[src/rtl/cdc_bus_arbiter_pkg.sv]
// Shared types and defaults for the two-requester bus-synchronizer arbiter.
// Phase encoding and the HOLD/GAP timing defaults live here.
package cdc_bus_arbiter_pkg;

  typedef enum logic [1:0] {
    IDLE  = 2'd0,
    SETUP = 2'd1,
    HOLD  = 2'd2,
    GAP   = 2'd3
  } arb_state_t;

  localparam int DEF_BUS_WIDTH   = 8;
  localparam int DEF_HOLD_CYCLES = 6;
  localparam int DEF_GAP_CYCLES  = 6;
  localparam int DEF_CNT_WIDTH   = 4;

  // The phase counter must reach the larger terminal count without wrapping.
  function automatic bit cnt_fits(int cw, int hold, int gap);
    return (1 << cw) > ((hold > gap) ? hold : gap);
  endfunction

endpackage

[src/rtl/cdc_bus_arbiter_if.sv]
// Requester handshakes plus synchronizer-facing bus of the arbiter.
// master = arbiter side, slave = requesters / synchronizer side.
interface cdc_bus_arbiter_if
  import cdc_bus_arbiter_pkg::*;
#(
  parameter int BUS_WIDTH = DEF_BUS_WIDTH
) ();

  logic                 req0;
  logic [BUS_WIDTH-1:0] data0;
  logic                 ack0;
  logic                 req1;
  logic [BUS_WIDTH-1:0] data1;
  logic                 ack1;
  logic [BUS_WIDTH-1:0] unsync_bus;
  logic                 bus_enable;
  logic                 busy;
  logic                 grant_id;

  modport master (
    input  req0, data0, req1, data1,
    output ack0, ack1, unsync_bus, bus_enable, busy, grant_id
  );

  modport slave (
    output req0, data0, req1, data1,
    input  ack0, ack1, unsync_bus, bus_enable, busy, grant_id
  );

endinterface

[src/rtl/cdc_bus_arbiter_rr_arb2.sv]
// Two-way round-robin pick: a lone requester wins outright, a tie goes to
// the requester that did not win last time.
module rr_arb2
  import cdc_bus_arbiter_pkg::*;
(
  input  logic req0,
  input  logic req1,
  input  logic last_grant,
  output logic any_req,
  output logic winner
);

  assign any_req = req0 | req1;
  assign winner  = (req0 & req1) ? ~last_grant : req1;

endmodule

[src/rtl/cdc_bus_arbiter.sv]
// Source-domain sequencer sharing one bus synchronizer between two requesters:
// capture word, setup cycle, enable-high hold window, enable-low guard window.
module cdc_bus_arbiter
  import cdc_bus_arbiter_pkg::*;
#(
  parameter int BUS_WIDTH   = DEF_BUS_WIDTH,
  parameter int HOLD_CYCLES = DEF_HOLD_CYCLES,
  parameter int GAP_CYCLES  = DEF_GAP_CYCLES,
  parameter int CNT_WIDTH   = DEF_CNT_WIDTH
) (
  input  logic               CLK,
  input  logic               RST,
  cdc_bus_arbiter_if.master  bus
);

  if (HOLD_CYCLES < 1 || GAP_CYCLES < 1 ||
      !cnt_fits(CNT_WIDTH, HOLD_CYCLES, GAP_CYCLES)) begin : g_param_chk
    $error("cdc_bus_arbiter: bad HOLD/GAP/CNT_WIDTH combination");
  end

  localparam logic [CNT_WIDTH-1:0] HOLD_LAST = CNT_WIDTH'(HOLD_CYCLES - 1);
  localparam logic [CNT_WIDTH-1:0] GAP_LAST  = CNT_WIDTH'(GAP_CYCLES - 1);

  arb_state_t           state_q, state_d;
  logic [CNT_WIDTH-1:0] cnt_q, cnt_d;
  logic [BUS_WIDTH-1:0] word_q, word_d;
  logic                 en_q, en_d;
  logic                 ack0_q, ack0_d;
  logic                 ack1_q, ack1_d;
  logic                 gid_q, gid_d;
  logic                 last_q, last_d;

  logic                      any_req;
  logic                      winner;
  logic [1:0][BUS_WIDTH-1:0] req_data;

  assign req_data = {bus.data1, bus.data0};

  rr_arb2 u_arb (
    .req0       (bus.req0),
    .req1       (bus.req1),
    .last_grant (last_q),
    .any_req    (any_req),
    .winner     (winner)
  );

  always_ff @(posedge CLK) begin
    if (RST) begin
      state_q <= IDLE;
      cnt_q   <= '0;
      word_q  <= '0;
      en_q    <= 1'b0;
      ack0_q  <= 1'b0;
      ack1_q  <= 1'b0;
      gid_q   <= 1'b0;
      last_q  <= 1'b1;
    end else begin
      state_q <= state_d;
      cnt_q   <= cnt_d;
      word_q  <= word_d;
      en_q    <= en_d;
      ack0_q  <= ack0_d;
      ack1_q  <= ack1_d;
      gid_q   <= gid_d;
      last_q  <= last_d;
    end
  end

  // Outputs are computed one cycle ahead so every bus-facing signal is a flop.
  always_comb begin
    state_d = state_q;
    cnt_d   = cnt_q;
    word_d  = word_q;
    en_d    = 1'b0;
    ack0_d  = 1'b0;
    ack1_d  = 1'b0;
    gid_d   = gid_q;
    last_d  = last_q;
    case (state_q)
      IDLE: begin
        if (any_req) begin
          state_d = SETUP;
          cnt_d   = '0;
          word_d  = req_data[winner];
          gid_d   = winner;
          last_d  = winner;
          ack0_d  = ~winner;
          ack1_d  = winner;
        end
      end
      SETUP: begin
        state_d = HOLD;
        cnt_d   = '0;
        en_d    = 1'b1;
      end
      HOLD: begin
        if (cnt_q == HOLD_LAST) begin
          state_d = GAP;
          cnt_d   = '0;
        end else begin
          cnt_d = cnt_q + 1'b1;
          en_d  = 1'b1;
        end
      end
      GAP: begin
        if (cnt_q == GAP_LAST) begin
          state_d = IDLE;
          cnt_d   = '0;
        end else begin
          cnt_d = cnt_q + 1'b1;
        end
      end
      default: begin
        state_d = IDLE;
        cnt_d   = '0;
      end
    endcase
  end

  assign bus.ack0       = ack0_q;
  assign bus.ack1       = ack1_q;
  assign bus.unsync_bus = word_q;
  assign bus.bus_enable = en_q;
  assign bus.busy       = (state_q != IDLE);
  assign bus.grant_id   = gid_q;

endmodule
[src/flat_wrapper.sv]
// flat-port wrapper written by rule: the top's interface ports become plain ports
module cdc_bus_arbiter_flat import cdc_bus_arbiter_pkg::*;
#(
  parameter int BUS_WIDTH   = DEF_BUS_WIDTH,
  parameter int HOLD_CYCLES = DEF_HOLD_CYCLES,
  parameter int GAP_CYCLES  = DEF_GAP_CYCLES,
  parameter int CNT_WIDTH   = DEF_CNT_WIDTH
)
  (CLK, RST, bus_req0, bus_data0, bus_req1, bus_data1, bus_ack0, bus_ack1, bus_unsync_bus, bus_bus_enable, bus_busy, bus_grant_id);
  cdc_bus_arbiter_if #(.BUS_WIDTH(BUS_WIDTH)) bus_i ();
  input  logic CLK;
  input  logic RST;
  input wire logic [$bits(bus_i.req0)-1:0] bus_req0;
  input wire logic [$bits(bus_i.data0)-1:0] bus_data0;
  input wire logic [$bits(bus_i.req1)-1:0] bus_req1;
  input wire logic [$bits(bus_i.data1)-1:0] bus_data1;
  output wire logic [$bits(bus_i.ack0)-1:0] bus_ack0;
  output wire logic [$bits(bus_i.ack1)-1:0] bus_ack1;
  output wire logic [$bits(bus_i.unsync_bus)-1:0] bus_unsync_bus;
  output wire logic [$bits(bus_i.bus_enable)-1:0] bus_bus_enable;
  output wire logic [$bits(bus_i.busy)-1:0] bus_busy;
  output wire logic [$bits(bus_i.grant_id)-1:0] bus_grant_id;
  assign bus_i.req0 = bus_req0;
  assign bus_i.data0 = bus_data0;
  assign bus_i.req1 = bus_req1;
  assign bus_i.data1 = bus_data1;
  assign bus_ack0 = bus_i.ack0;
  assign bus_ack1 = bus_i.ack1;
  assign bus_unsync_bus = bus_i.unsync_bus;
  assign bus_bus_enable = bus_i.bus_enable;
  assign bus_busy = bus_i.busy;
  assign bus_grant_id = bus_i.grant_id;
  cdc_bus_arbiter #(.BUS_WIDTH(BUS_WIDTH), .HOLD_CYCLES(HOLD_CYCLES), .GAP_CYCLES(GAP_CYCLES), .CNT_WIDTH(CNT_WIDTH)) u_core (.CLK(CLK), .RST(RST), .bus(bus_i));
endmodule
[config.mk]
export PLATFORM = sky130hd
export DESIGN_NAME = cdc_bus_arbiter_flat
export DESIGN_NICKNAME = d
export VERILOG_FILES = /design/src/rtl/cdc_bus_arbiter_pkg.sv /design/src/rtl/cdc_bus_arbiter_if.sv /design/src/rtl/cdc_bus_arbiter_rr_arb2.sv /design/src/rtl/cdc_bus_arbiter.sv /design/src/flat_wrapper.sv
export SDC_FILE = /design/constraint.sdc
export NUM_CORES = 1
export LEC_CHECK = 0
export ABC_CLOCK_PERIOD_IN_PS = 1600
export BUFFER_PORTS_ARGS = -buffer_cell sky130_fd_sc_hd__buf_2
export CAP_MARGIN = 5
export CORE_MARGIN = 8
export CORE_UTILIZATION = 47
export CTS_CLUSTER_SIZE = 20
export DETAILED_ROUTE_END_ITERATION = 8
export PLACE_DENSITY = 0.84
export SLEW_MARGIN = 20
export SYNTH_ARGS = -nofsm -noshare
export SYNTH_HDL_FRONTEND = slang
export SYNTH_HIERARCHICAL = 1
export SYNTH_SLANG_ARGS = --single-unit
[constraint.sdc]
create_clock -name CLK -period 1.6 [get_ports CLK]
set_input_delay 0.16 -clock CLK [delete_from_list [all_inputs] [get_ports CLK]]
set_output_delay 0.16 -clock CLK [all_outputs]
set_load 0.03 [all_outputs]
# ---- Word-level counts from Yosys, hierarchy flattened
# Cells that the tools add are included.
dict set report word_totals {
  out_inout_bits 13
  wordCells 41
  in_bits 20
  ff_bits 19
}
dict set report classes {
  magnitude_cmp 1
  n_addsub 1
  mux 12
  eq_ne 7
  reduce_logical 6
  bitwise 6
}
# operator count
set ops {}
lappend ops {{$mux W8} 2}
lappend ops {{$pmux W4 S3} 1}
lappend ops {{$mux W4} 2}
lappend ops {{$pmux W2 S4} 1}
lappend ops {{$mux W2} 3}
lappend ops {{$ne A2 B1 Y1 const B} 3}
lappend ops {{$add A4 B1 Y4 const B} 1}
lappend ops {{$eq A2 B2 Y1 const B} 2}
lappend ops {{$eq A4 B3 Y1 const B} 1}
lappend ops {{$not A1 Y1} 4}
lappend ops {{$reduce_and A3 Y1} 1}
lappend ops {{$reduce_or A3 Y1} 1}
lappend ops {{$eq A2 B1 Y1 const B} 1}
lappend ops {{$logic_not A2 Y1} 1}
lappend ops {{$lt A1 B2 Y1 const B} 1}
lappend ops {{$mux W1} 2}
lappend ops {{$pmux W1 S2} 1}
lappend ops {{$reduce_and A2 Y1} 1}
lappend ops {{$reduce_bool A2 Y1} 1}
lappend ops {{$reduce_or A2 Y1} 1}
lappend ops {{$and A1 B1 Y1} 1}
lappend ops {{$or A1 B1 Y1} 1}

# ---- Depth between registers and ports, before layout
dict set report logic_depth {
  ltp_word 4
  mapped_depth 7
  mapped_depth_nobuf 6
}

# ---- Cells and area by module
# The synthesis kept the hierarchy.
# mod seq_area_each_um2 instances area_each_um2 cells_each
set by_module_without_submodules {}
lappend by_module_without_submodules {cdc_bus_arbiter 380.4 1 894.6 91}
lappend by_module_without_submodules {rr_arb2 0.0 1 13.8 2}

# ---- Least setup slack after synthesis
# No wires, ideal clock.
dict set report synth_timing {
  path_type {register to register}
  startpoint {register u_core.state_q[0]}
  endpoint {register u_core.word_q[6] (netlist: u_core/bus.unsync_bus[6])}
  stages_incl_launch_ff 8
  path_slack_ns 0.254
  arrival_ns 1.223
  n_path_buf 2
  required_ns 1.477
  setup_ns 0.123
  path_cell_list {dfxtp_1 > inv_1 > ha_1 > and2_1 > buf_4 > buf_6 > nor2_1 > a211oi_2}
}
dict set report synth_via {
  elab_chain_len 2
}
# element line_no
set synth_rtl {}
lappend synth_rtl {{start, declared} cdc_bus_arbiter.sv:24} ;# arb_state_t state_q, state_d;
lappend synth_rtl {{start signal, assigned} cdc_bus_arbiter.sv:58} ;# state_q <= state_d;
lappend synth_rtl {{$logic_not A2 Y1} cdc_bus_arbiter.sv:79} ;# case (state_q)
lappend synth_rtl {{$reduce_and A2 Y1 (no source line)} -}
lappend synth_rtl {{end signal, assigned} cdc_bus_arbiter.sv:60} ;# word_q <= word_d;
lappend synth_rtl {{end, declared} cdc_bus_arbiter.sv:26} ;# logic [BUS_WIDTH-1:0] word_q, word_d;
# No other way between the ends.
# A chain may end at the register's enable or synchronous reset.

# ---- Worst setup path in the final report
dict set report layout_timing {
  startpoint {register u_core.state_q[0]}
  endpoint {register u_core.cnt_q[2]}
}
dict set report layout_via {
  elab_chain_len 3
}
# element line_no
set layout_rtl {}
lappend layout_rtl {{$eq A2 B2 Y1} cdc_bus_arbiter.sv:79}
lappend layout_rtl {{$reduce_or A2 Y1 (no source line)} -}
lappend layout_rtl {{$pmux W4 S3} cdc_bus_arbiter.sv:79}
lappend layout_rtl {{end signal, assigned} cdc_bus_arbiter.sv:59} ;# cnt_q <= cnt_d;
lappend layout_rtl {{end, declared} cdc_bus_arbiter.sv:25} ;# logic [CNT_WIDTH-1:0] cnt_q, cnt_d;
# Parallel ways exist; a longest one is shown, timed or not.

==> key figures <==
Critical path
  • Worst-path fanout max: 6
  • Data arrival, critical path: about 1.7 ns
  • CP Class: reg2reg
  • CP endpoint kind: register
  • Critical Path RT: between 1.5 and 2 ns
  • Crit path launch type: register

GRT
  • Vias in the first global route: 831
  • First-pass GRT wire length: between 3000 and 4000 µm
  • GRT Overall Usage: about an eighth
  • Largest net degree at the start of global routing: 18
  • Initial antenna violation count: 0
  • GR Overflow Total: 0

Placed design
  • Port Buffers: 32
  • Hpwl dp: approximately 1600 µm
  • Placer Congestion: 0.659
  • Dpl cell area: roughly 1100 µm²

STA
  • Fin. Hold Viols: 0
  • Headroom to the max-slew limit: roughly four fifths
  • RSZ-0062 raised after global routing: no
  • Least-Margin Pin Slew: between 0.3 and 0.4 ns
  • Slew Viols, Final: 0
  • Setup TNS: 0 ns
  • FMAX: ~0.69 GHz
  • Final cycle utilization of the critical path: between 90% and 100%
  • Setup Skew: about 0.0050 ns
  • Min Tclk post-route: about 1.5 ns
  • Final count of negative-setup-slack endpoints: 0

Clock network
  • Clk buf depth: 2
  • Clock latency on the worst-skew pair: roughly 0.3 ns
  • Clock Pin Slew Worst Setup and Hold Paths: roughly 0.11 ns
  • Setup bufs post-CTS: 0
  • CTS tree: built
  • PostCTS Resize Cnt: 0
  • CTS HTree Levels: 1
  • Num CTS Buffers: 3
  • Sink Count: 19
  • Root buf cell: clkbuf_4
  • Hold-fix buffers, CTS: 0

Worst hold path
  • Min-Delay Path Class: in2reg

Floorplanning
  • Rows: 16
  • Chip Height: between 50 and 60 µm
  • Die span in x: ~60 µm
  • # IOs: 33
  • Core box area: ~1900 µm²
  • Starting density of the core: 48.3%
  • Die footprint: around 3600 µm²

Finish
  • Filler cells: approximately 170
  • Final nets: around 150
  • Area grow syn2layout: 23.1%
  • Share of cells above drive strength 1: 36.5%
  • Final Cell Area: around 1100 µm²
  • Ant diodes: 0

Synth
  • Yosys warns: 6
  • Mapped Cells: 93
  • Syn Area/Cell: 9.77 µm²
  • Cell variety after synth: 30
  • Seq/Total Area, Yosys: 41.9%
  • Flops & latches, synth: 19
  • Syn_nets: between 100 and 150
  • Synth Cell Area: 908 µm²

Outcome
  • Status: completed

Flow run
  • Max cap viols: 0

Power
  • Peak VDD IR: ~1.0 mV
  • Pwr per Cell Area: around 1600 nW/µm²
  • Pleak: ~0.5 nW

Route
  • Final ANT Viol Nets: 0
  • DR WL/cell: 12.9 µm
  • Iter 0 DRT Violations: 9
  • Via count: about 770
  • Initial DRT Pass Iterations: 4
  • # DRC: 0
  • Vias per cell: 5.05
  • WL final: a little under 2000 µm
==> worst paths after layout <==
path / slack, ns / cells past startpoint / to / from
worst max-delay path: 0.14 / 6 / u_core/cnt_q[2]$_SDFFE_PP0P_ / u_core/state_q[0]$_SDFFE_PP0P_
worst min-delay path: 0.19 / 3 / u_core/bus.unsync_bus[0]$_SDFFE_PP0P_ / bus_data0[0]
worst min register to register: 0.47 / 2 / u_core/bus.grant_id$_SDFFE_PP0P_ / u_core/bus.grant_id$_SDFFE_PP0P_
worst max register to register: 0.14 / 6 / u_core/cnt_q[2]$_SDFFE_PP0P_ / u_core/state_q[0]$_SDFFE_PP0P_
==> cell families (layout without fill, tap and decap cells) <==
family,after synthesis,count (layout),share of synthesized area (%)
xor+xnor,1,1,0.964
mux,9,9,9.92
buf+inv,8,41,4.82
compound gates,18,18,15.2
flops,19,19,41.9
fa+ha+maj,5,5,6.89
simple gates,33,33,20.4
==> sequential cells by signal, summed over array words and instances, names as in the netlist <==
| name | cells |
|---|---|
| u_core/bus.unsync_bus | 8 |
| u_core/cnt_q | 4 |
| u_core/state_q | 2 |
| u_core/bus.ack0 | 1 |
| u_core/bus.ack1 | 1 |
| u_core/bus.bus_enable | 1 |
| u_core/bus.grant_id | 1 |
| u_core/last_q | 1 |
==> synth_stat cells <==
master    instances  area share, %
buf_2             2            1.1
nor3_2            1            1.1
nand2b_2          1           0.96
nor2b_1           2            1.4
a311oi_1          1           0.96
buf_6             1            1.2
nor3b_1           2            1.7
inv_1             3            1.2
mux2i_1           9            9.9
nand2_1           4            1.7
ha_1              5            6.9
a21boi_1          1           0.83
a22oi_1           1           0.83
or2_1             1           0.69
and2_1            2            1.4
nor3_1            3            1.7
a211oi_1          7            5.8
o21ai_2           1           0.96
xor2_1            1           0.96
dfxtp_1          19             42
clkbuf_1          1           0.41
nand2b_1          1           0.69
a21o_1            1           0.83
nor4bb_4          1            2.8
a21oi_1           3            1.7
buf_4             1           0.83
a211oi_2          2            2.8
nand4_1           1           0.69
nor2_1           14            5.8
o21ai_0           1           0.55
==> routing by layer <==
metal / vias up / track usage (%) / part of all wire, %
met2: 25 / 20.3 / 50
met3: 5 / 5.59 / 8.6
met1: 349 / 13.0 / 40
met5: - / 0 / 0
li1: 394 / - / -
met4: 0 / 7.14 / 2.2
==> report_power, final <==
part | total, mW | internal [mW] | switching [mW]
registers | 0.666 | 0.597 | 0.0695
clock network | 0.247 | 0.0974 | 0.150
logic | 0.926 | 0.340 | 0.586
==> area by class of cell <==
class | count | area (µm²) | area share [%]
clock buffers | 4 | 26.3 | 2.35
inverters | 3 | 11.3 | 1.01
multi-input cells | 66 | 492 | 44.0
flip-flops and latches | 19 | 380 | 34.0
well taps | 27 | 33.8 | 3.02
repair buffers | 34 | 175 | 15.7
==> layout by cell type, fill, tap and decap left out, types with 2 or more instances in the layout <==
cell type  count
a211oi_1       7
nor3b_1        2
a21oi_1        3
mux2i_1        9
buf_4          2
ha_1           4
dfxtp_1       19
clkbuf_4       3
nor2b_1        2
inv_1          3
buf_2         32
nor3_1         3
a211oi_2       2
nand2_1        4
nor2_1        13
==> worst max-delay path: stages, from the launching register on <==
cell and delay [ns]:
dfxtp_1 0.38, inv_1 0.11, ha_2 0.23, nand2b_2 0.14, and2_4 0.18, a21oi_1 0.06, a311oi_1 0.26
==> per-stage QoR <==
stage	cells	power, mW	util [%]	hold slack, ns	worst slack (ns)
global placement	149	1.55	57.6	0.440	0.198
finish	153	1.84	59.4	0.194	0.145
global route	153	1.98	59.4	0.207	0.0226
detailed placement	149	1.60	57.6	0.456	0.0618
floorplan	93	1.39	-	0.394	0.254
CTS	153	1.84	59.0	0.187	0.0444
(Power assumes the default switching activity.)
